==> src/rtl/receiver.sv <==
// UART 8N1 receive side: start-bit detect, mid-bit sampling of 8 data bits LSB-first,
// optional stop-slot check, and a registered one-cycle completion strobe.
module receiver #(
    parameter int CLKS_PER_BIT = 1,
    parameter bit STOP_CHECK   = 1'b0
) (
    input  logic       Clock,
    input  logic       Reset,
    input  logic       RxDataIn,
    output logic [7:0] RxDataOut,
    output logic       RxDone,
    output logic       RxFrameErr
);

    localparam int HALF = (CLKS_PER_BIT - 1) / 2;
    localparam int CW   = (CLKS_PER_BIT > 1) ? $clog2(CLKS_PER_BIT) : 1;

    localparam logic [CW-1:0] CNT_LAST = CW'(CLKS_PER_BIT - 1);
    localparam logic [CW-1:0] CNT_HALF = CW'(HALF);
    localparam logic [CW-1:0] CNT_ONE  = CW'(1);

    localparam logic [2:0] IDLE      = 3'd0;
    localparam logic [2:0] START     = 3'd1;
    localparam logic [2:0] DATA      = 3'd2;
    localparam logic [2:0] STOP      = 3'd3;
    localparam logic [2:0] WAIT_HIGH = 3'd4;

    logic [2:0]    state;
    logic [CW-1:0] cnt;
    logic [2:0]    bit_idx;
    logic [7:0]    shreg;

    always_ff @(posedge Clock) begin
        if (Reset) begin
            state      <= IDLE;
            cnt        <= '0;
            bit_idx    <= '0;
            shreg      <= '0;
            RxDataOut  <= 8'h00;
            RxDone     <= 1'b0;
            RxFrameErr <= 1'b0;
        end else begin
            // NOTE: strobes default low every cycle so only the STOP branch can raise them for one cycle.
            RxDone     <= 1'b0;
            RxFrameErr <= 1'b0;
            case (state)
                IDLE: begin
                    bit_idx <= '0;
                    if (!RxDataIn) begin
                        // With HALF==0 the detecting edge already is the start-bit mid-sample.
                        if (HALF == 0) begin
                            state <= DATA;
                            cnt   <= '0;
                        end else begin
                            state <= START;
                            cnt   <= CNT_ONE;
                        end
                    end
                end
                START: begin
                    if (cnt == CNT_HALF) begin
                        cnt   <= '0;
                        state <= RxDataIn ? IDLE : DATA;
                    end else begin
                        cnt <= cnt + CNT_ONE;
                    end
                end
                DATA: begin
                    if (cnt == CNT_LAST) begin
                        cnt     <= '0;
                        shreg   <= {RxDataIn, shreg[7:1]};
                        bit_idx <= bit_idx + 3'd1;
                        if (bit_idx == 3'd7) begin
                            state <= STOP;
                        end
                    end else begin
                        cnt <= cnt + CNT_ONE;
                    end
                end
                STOP: begin
                    if (cnt == CNT_LAST) begin
                        cnt       <= '0;
                        RxDataOut <= shreg;
                        RxDone    <= 1'b1;
                        if (STOP_CHECK && !RxDataIn) begin
                            RxFrameErr <= 1'b1;
                            state      <= WAIT_HIGH;
                        end else begin
                            state <= IDLE;
                        end
                    end else begin
                        cnt <= cnt + CNT_ONE;
                    end
                end
                WAIT_HIGH: begin
                    // A held-low line after a bad stop must not look like a fresh start bit.
                    if (RxDataIn) begin
                        state <= IDLE;
                    end
                end
                default: begin
                    state <= IDLE;
                    cnt   <= '0;
                end
            endcase
        end
    end

endmodule

==> config.mk <==
export PLATFORM = sky130hd
export DESIGN_NAME = receiver
export DESIGN_NICKNAME = d
export VERILOG_FILES = /design/src/rtl/receiver.sv
export SDC_FILE = /design/constraint.sdc
export NUM_CORES = 1
export LEC_CHECK = 0
export CAP_MARGIN = 20
export CORE_MARGIN = 2
export CORE_UTILIZATION = 46
export CTS_BUF_LIST = sky130_fd_sc_hd__clkbuf_2
export DETAILED_ROUTE_END_ITERATION = 8
export PLACE_DENSITY = 0.72
export SYNTH_ARGS = -nofsm -noshare
export SYNTH_HDL_FRONTEND = slang
export SYNTH_SLANG_ARGS = --single-unit
==> constraint.sdc <==
create_clock -name Clock -period 1.3 [get_ports Clock]
set_clock_uncertainty 0.15 [all_clocks]
set_input_delay 0.26 -clock Clock [delete_from_list [all_inputs] [get_ports Clock]]
set_output_delay 0.26 -clock Clock [all_outputs]
set_load 0.02 [all_outputs]
; ---- Word-level counts from Yosys, hierarchy flattened
; Cells that the tools add are included.
[totals]
register_bits = 24
input_bits = 3
elab_cells = 45
[op_classes]
n_addsub = 2
n_eq_ne = 11
muxes = 14
bitwise = 3
n_reduce_logical = 9
[ops]
columns = operator, n
row1 = $mux 3, 7
row2 = $pmux 3 s5, 1
row3 = $ne 2x2->1 const B, 6
row4 = $reduce_and 2->1, 4
row5 = $eq 3x2->1 const B, 2
row6 = $eq 3x3->1 const B, 2
row7 = $pmux 3 s2, 1
row8 = $reduce_and 6->1, 1
row9 = $add 3x1->3 const B, 1
row10 = $eq 3x1->1 const B, 1
row11 = $logic_not 3->1, 1
row12 = $mux 1, 3
row13 = $not 1->1, 3
row14 = $pmux 1 s3, 1
row15 = $reduce_or 3->1, 1
row16 = $mux 2, 1
row17 = $reduce_bool 2->1, 1
row18 = $reduce_or 2->1, 1
row19 = $add 1x1->1 const B, 1

; ---- Depth between registers and ports, before layout
[depth]
depth_word = 4
depth_mapped = 4
ltp_nobuf = 4

; ---- Worst setup path before layout
; Ideal clock, no wire load.
[synth_timing]
path_kind = register to register
start = register bit_idx[0]
end = register bit_idx[2]
t_arrival_ns = 0.942
required_ns = 1.080
path_slack_ns = 0.138
stages_incl_launch_ff = 5
n_path_buf = 0
cell_sequence = dfxtp_1 -> ha_1 -> ha_1 -> nand3b_1 -> a21oi_1
[synth_between]
elab_chain_len = 3
[synth_rtl]
columns = item, line_no
row1 = from (decl), 30  ; logic [2:0] bit_idx;
row2 = from (signal assigned), 72  ; bit_idx <= bit_idx + 3'd1;
row3 = $add 3x1->3, 72
row4 = $mux 3, 69  ; if (cnt == CNT_LAST) begin
row5 = $pmux 3 s2, 46  ; case (state)
; No other way between the ends. The select of a mux whose other input is x is not followed.
; A chain may end at the register's enable or synchronous reset.

; ---- Worst setup path in the final report
[layout_timing]
start = register RxDataOut[6]
end = output port RxDataOut[6]
[layout_rtl]
columns = item, line_no
row1 = from (decl), 10  ; output logic [7:0] RxDataOut,
row2 = from (signal assigned), 83  ; RxDataOut <= shreg;
; No word-level cell between the ends.

==> results.txt <==
----------------------------------------------------
[Worst setup path]
  Maximum fanout count along the critical path ... 2
  Highest cell delay on the worst timing path ... 0.39 ns
  CP Data Arrival Time ... 0.85 ns
  Critical path endpoint category ... output pin
  Kind of critical path ... flop to output pin
  Cell with the largest stage delay on the worst path ... sky130_fd_sc_hd__dfxtp_2
  Worst path bufs/invs ... 1
  Critical-path cell list ... buf_6
  Required time at the worst-slack endpoint ... 0.89 ns
  Cell family with most CP delay ... flip-flops
  Element type at the critical path start ... flop

[Placement]
  Placed Instances ... 118
  IO Port Bufs ... 11
  Placer congestion estimate ... 0.737
  Sum of net half-perimeters after detailed placement ... 958 µm
  Worst setup timing slack at the placement stage ... -0.179 ns

[Clock tree]
  TritonCTS sink count ... 22
  Deepest level of the CTS H-tree ... 1
  CTS buffer count ... 3
  Clock transition at the registers of the reported paths ... 0.23 ns
  Root Driver ... sky130_fd_sc_hd__clkbuf_2
  Clock insertion delay at the later pin of the skew report ... 0.34 ns
  Buffers from clock root to sink, at most ... 2
  Clock tree from TritonCTS ... built

[Yosys]
  Asr flop ratio synth ... 0%
  Complex-gate fraction of the synthesized area ... 3.13%
  Fraction of synthesized area in multiplexers ... 17.0%
  Sequential area share after synthesis ... 50.0%
  Post-synthesis net count ... 84
  Arithmetic-cell share of the synthesized area counting full adders, half adders and majority gates ... 2.84%
  Xor-xnor portion of the synthesized cell area ... 0%
  Share of the synthesized area in the top cell type ... 50.0%
  Number of flops mapped to enable cells by yosys ... 0
  Dominant combinational cell family by area after synthesis ... simple AND/OR/NAND/NOR gates
  Number of different library cells in the post-synthesis netlist ... 22
  Synth top area cells ... sky130_fd_sc_hd__dfxtp_1 (50%), sky130_fd_sc_hd__mux2i_1 (17%), sky130_fd_sc_hd__nand2b_1 (12%)
  Primary FF master, synth ... sky130_fd_sc_hd__dfxtp_1
  Gate Count Post-Synth ... 79
  Ys Warns ... 0
  Leading area contributor after synthesis ... sky130_fd_sc_hd__dfxtp_1
  Number of flip-flops and latches in the synthesized netlist ... 22
  Post-synthesis area per instance ... 11.1 µm²
  Area of the mapped netlist ... 881 µm²
  Post-synthesis share of cell area spent on and, or, nand and nor gates ... 22.2%

[Drt]
  Total vias in the final route ... 582
  1st-pass router iterations ... 2
  Drt initial violations ... 2
  Remaining DRCs ... 0
  Total routed wirelength ... 1400 µm
  Final routed wire length divided by cell count ... 11.3 µm
  Number of nets with antenna violations after detailed routing ... 0
  Vias/cell ... 4.69

[STA]
  Min Tclk post-route ... 1.26 ns
  Setup repair after global routing missed its margin ... yes
  Final Slew Violations ... 0
  Maximum clock rate ... 795 MHz
  Final-report setup violation count ... 0
  Period utilisation layout ... 96.7%
  Setup ws final ... 0.0424 ns
  Hold Fails Final Rpt ... 0
  Worst hold slack ... 0.333 ns

[GRT]
  Global-route track usage on met2 ... 21.3%
  GRT Overall Usage ... 15.5%
  GRT overflow ... 0
  Met3 Use GR ... 4.53%
  Number of global-route vias before repair ... 536
  Largest net degree at the start of global routing ... 14
  GRT busiest layer ... met2
  Global-route wire length before repair ... 2340 µm
  Antenna violations before repair ... 0
  M1 GR Usage ... 21.0%

[Floorplan]
  Area of the die ... 2280 µm²
  Die height ... 47.8 µm
  I/O pin cnt ... 13
  FP Rows ... 15
  Initial standard-cell utilization of the core ... 49.9%
  Die outline width ... 47.8 µm
  Floorplan core area ... 1760 µm²

[Power and ir drop]
  Static Leak ... 0.502 nW
  Power density relative to cell area ... 1110 nW/µm²
  Post-layout power ... 1.24 mW
  Max IR drop VDD ... 0.796 mV

[Hold path]
  Min-delay worst type ... flop to flop

[Final layout]
  Commonest non-fill, non-tap cell in the layout ... sky130_fd_sc_hd__nand2b_1
  Area delta synth->final ... 26.6%
  Fraction of final layout cells sized beyond drive strength 1 ... 36.4%
  Net count of the finished layout ... 105
  ANT cells ... 0
  Non-filler instance count after layout ... 124
  Most frequent cells in the layout ... sky130_fd_sc_hd__nand2b_1 (17), sky130_fd_sc_hd__mux2i_1 (15), sky130_fd_sc_hd__dfxtp_1 (13), sky130_fd_sc_hd__buf_4 (12), sky130_fd_sc_hd__dfxtp_2 (9)

[Flow run]
  Number of maximum-capacitance violations ... 0

[Run status]
  Run status ... completed

----------------------------------------------------
## metrics by stage
step / area (µm²) / setup TNS [ns] / util (%)
6_report: 1110 / 0 / 63.2
4_1_cts: 1050 / 0 / 59.7
2_1_floorplan: 881 / 0 / -
3_5_place_dp: 1040 / -2.80 / 59.1
3_3_place_gp: 1040 / -2.39 / 59.1
5_1_grt: 1110 / -0.00217 / 63.2
## cell type report
type | count | area, µm²
Multi-Input combinational cell | 52 | 404
Fill cell | 158 | 649
Timing Repair Buffer | 21 | 183
Tap cell | 25 | 31.3
Sequential cell | 22 | 452
Clock buffer | 3 | 15.0
Clock inverter | 1 | 30.0
## metal layers
metal	up-vias	wire, µm
met1	262	703
met3	5	59
met2	10	602
li1	305	-
met5	-	0
met4	0	33
## cell families (layout without fill, tap and decap cells)
group	after synthesis	after routing
mux	15	15
simple gates	30	30
compound gates	4	4
buf+inv	5	25
flops	22	22
other cells	1	1
fa+ha+maj	2	2
## sequential cells by signal (all words and copies together) (netlist names)
register	flops
RxDataOut	8
RxDone	1
bit_idx	3
shreg	8
state	2
## cells in the mapped netlist (all sizes together), types with 2 or more instances
cell     n
nand3b   3
ha       2
a21oi    2
nand2b  17
mux2i   15
nand2    3
dfxtp   22
buf      4
## worst paths after layout
kind	slack, ns	to	start	cells after the start
min reg2reg	0.33	bit_idx[2]	bit_idx[2]	2
min	0.33	bit_idx[2]	bit_idx[2]	2
max reg2reg	0.09	bit_idx[2]	bit_idx[0]	4
max	0.04	RxDataOut[6]	RxDataOut[6]	1
## power breakdown
group	leakage, nW	switching (mW)	internal [mW]
clock	0.0266	0.214	0.265
combinational	0.294	0.0297	0.0379
sequential	0.182	0.00726	0.683
## what timing repair did
item	CTS	global route
hold buffers	0	0
resized for setup	44	16
gates cloned	0	0
pin swaps	0	2
endpoints found under the setup margin	9	9
buffers inserted	0	2
(Power assumes the default switching activity.)
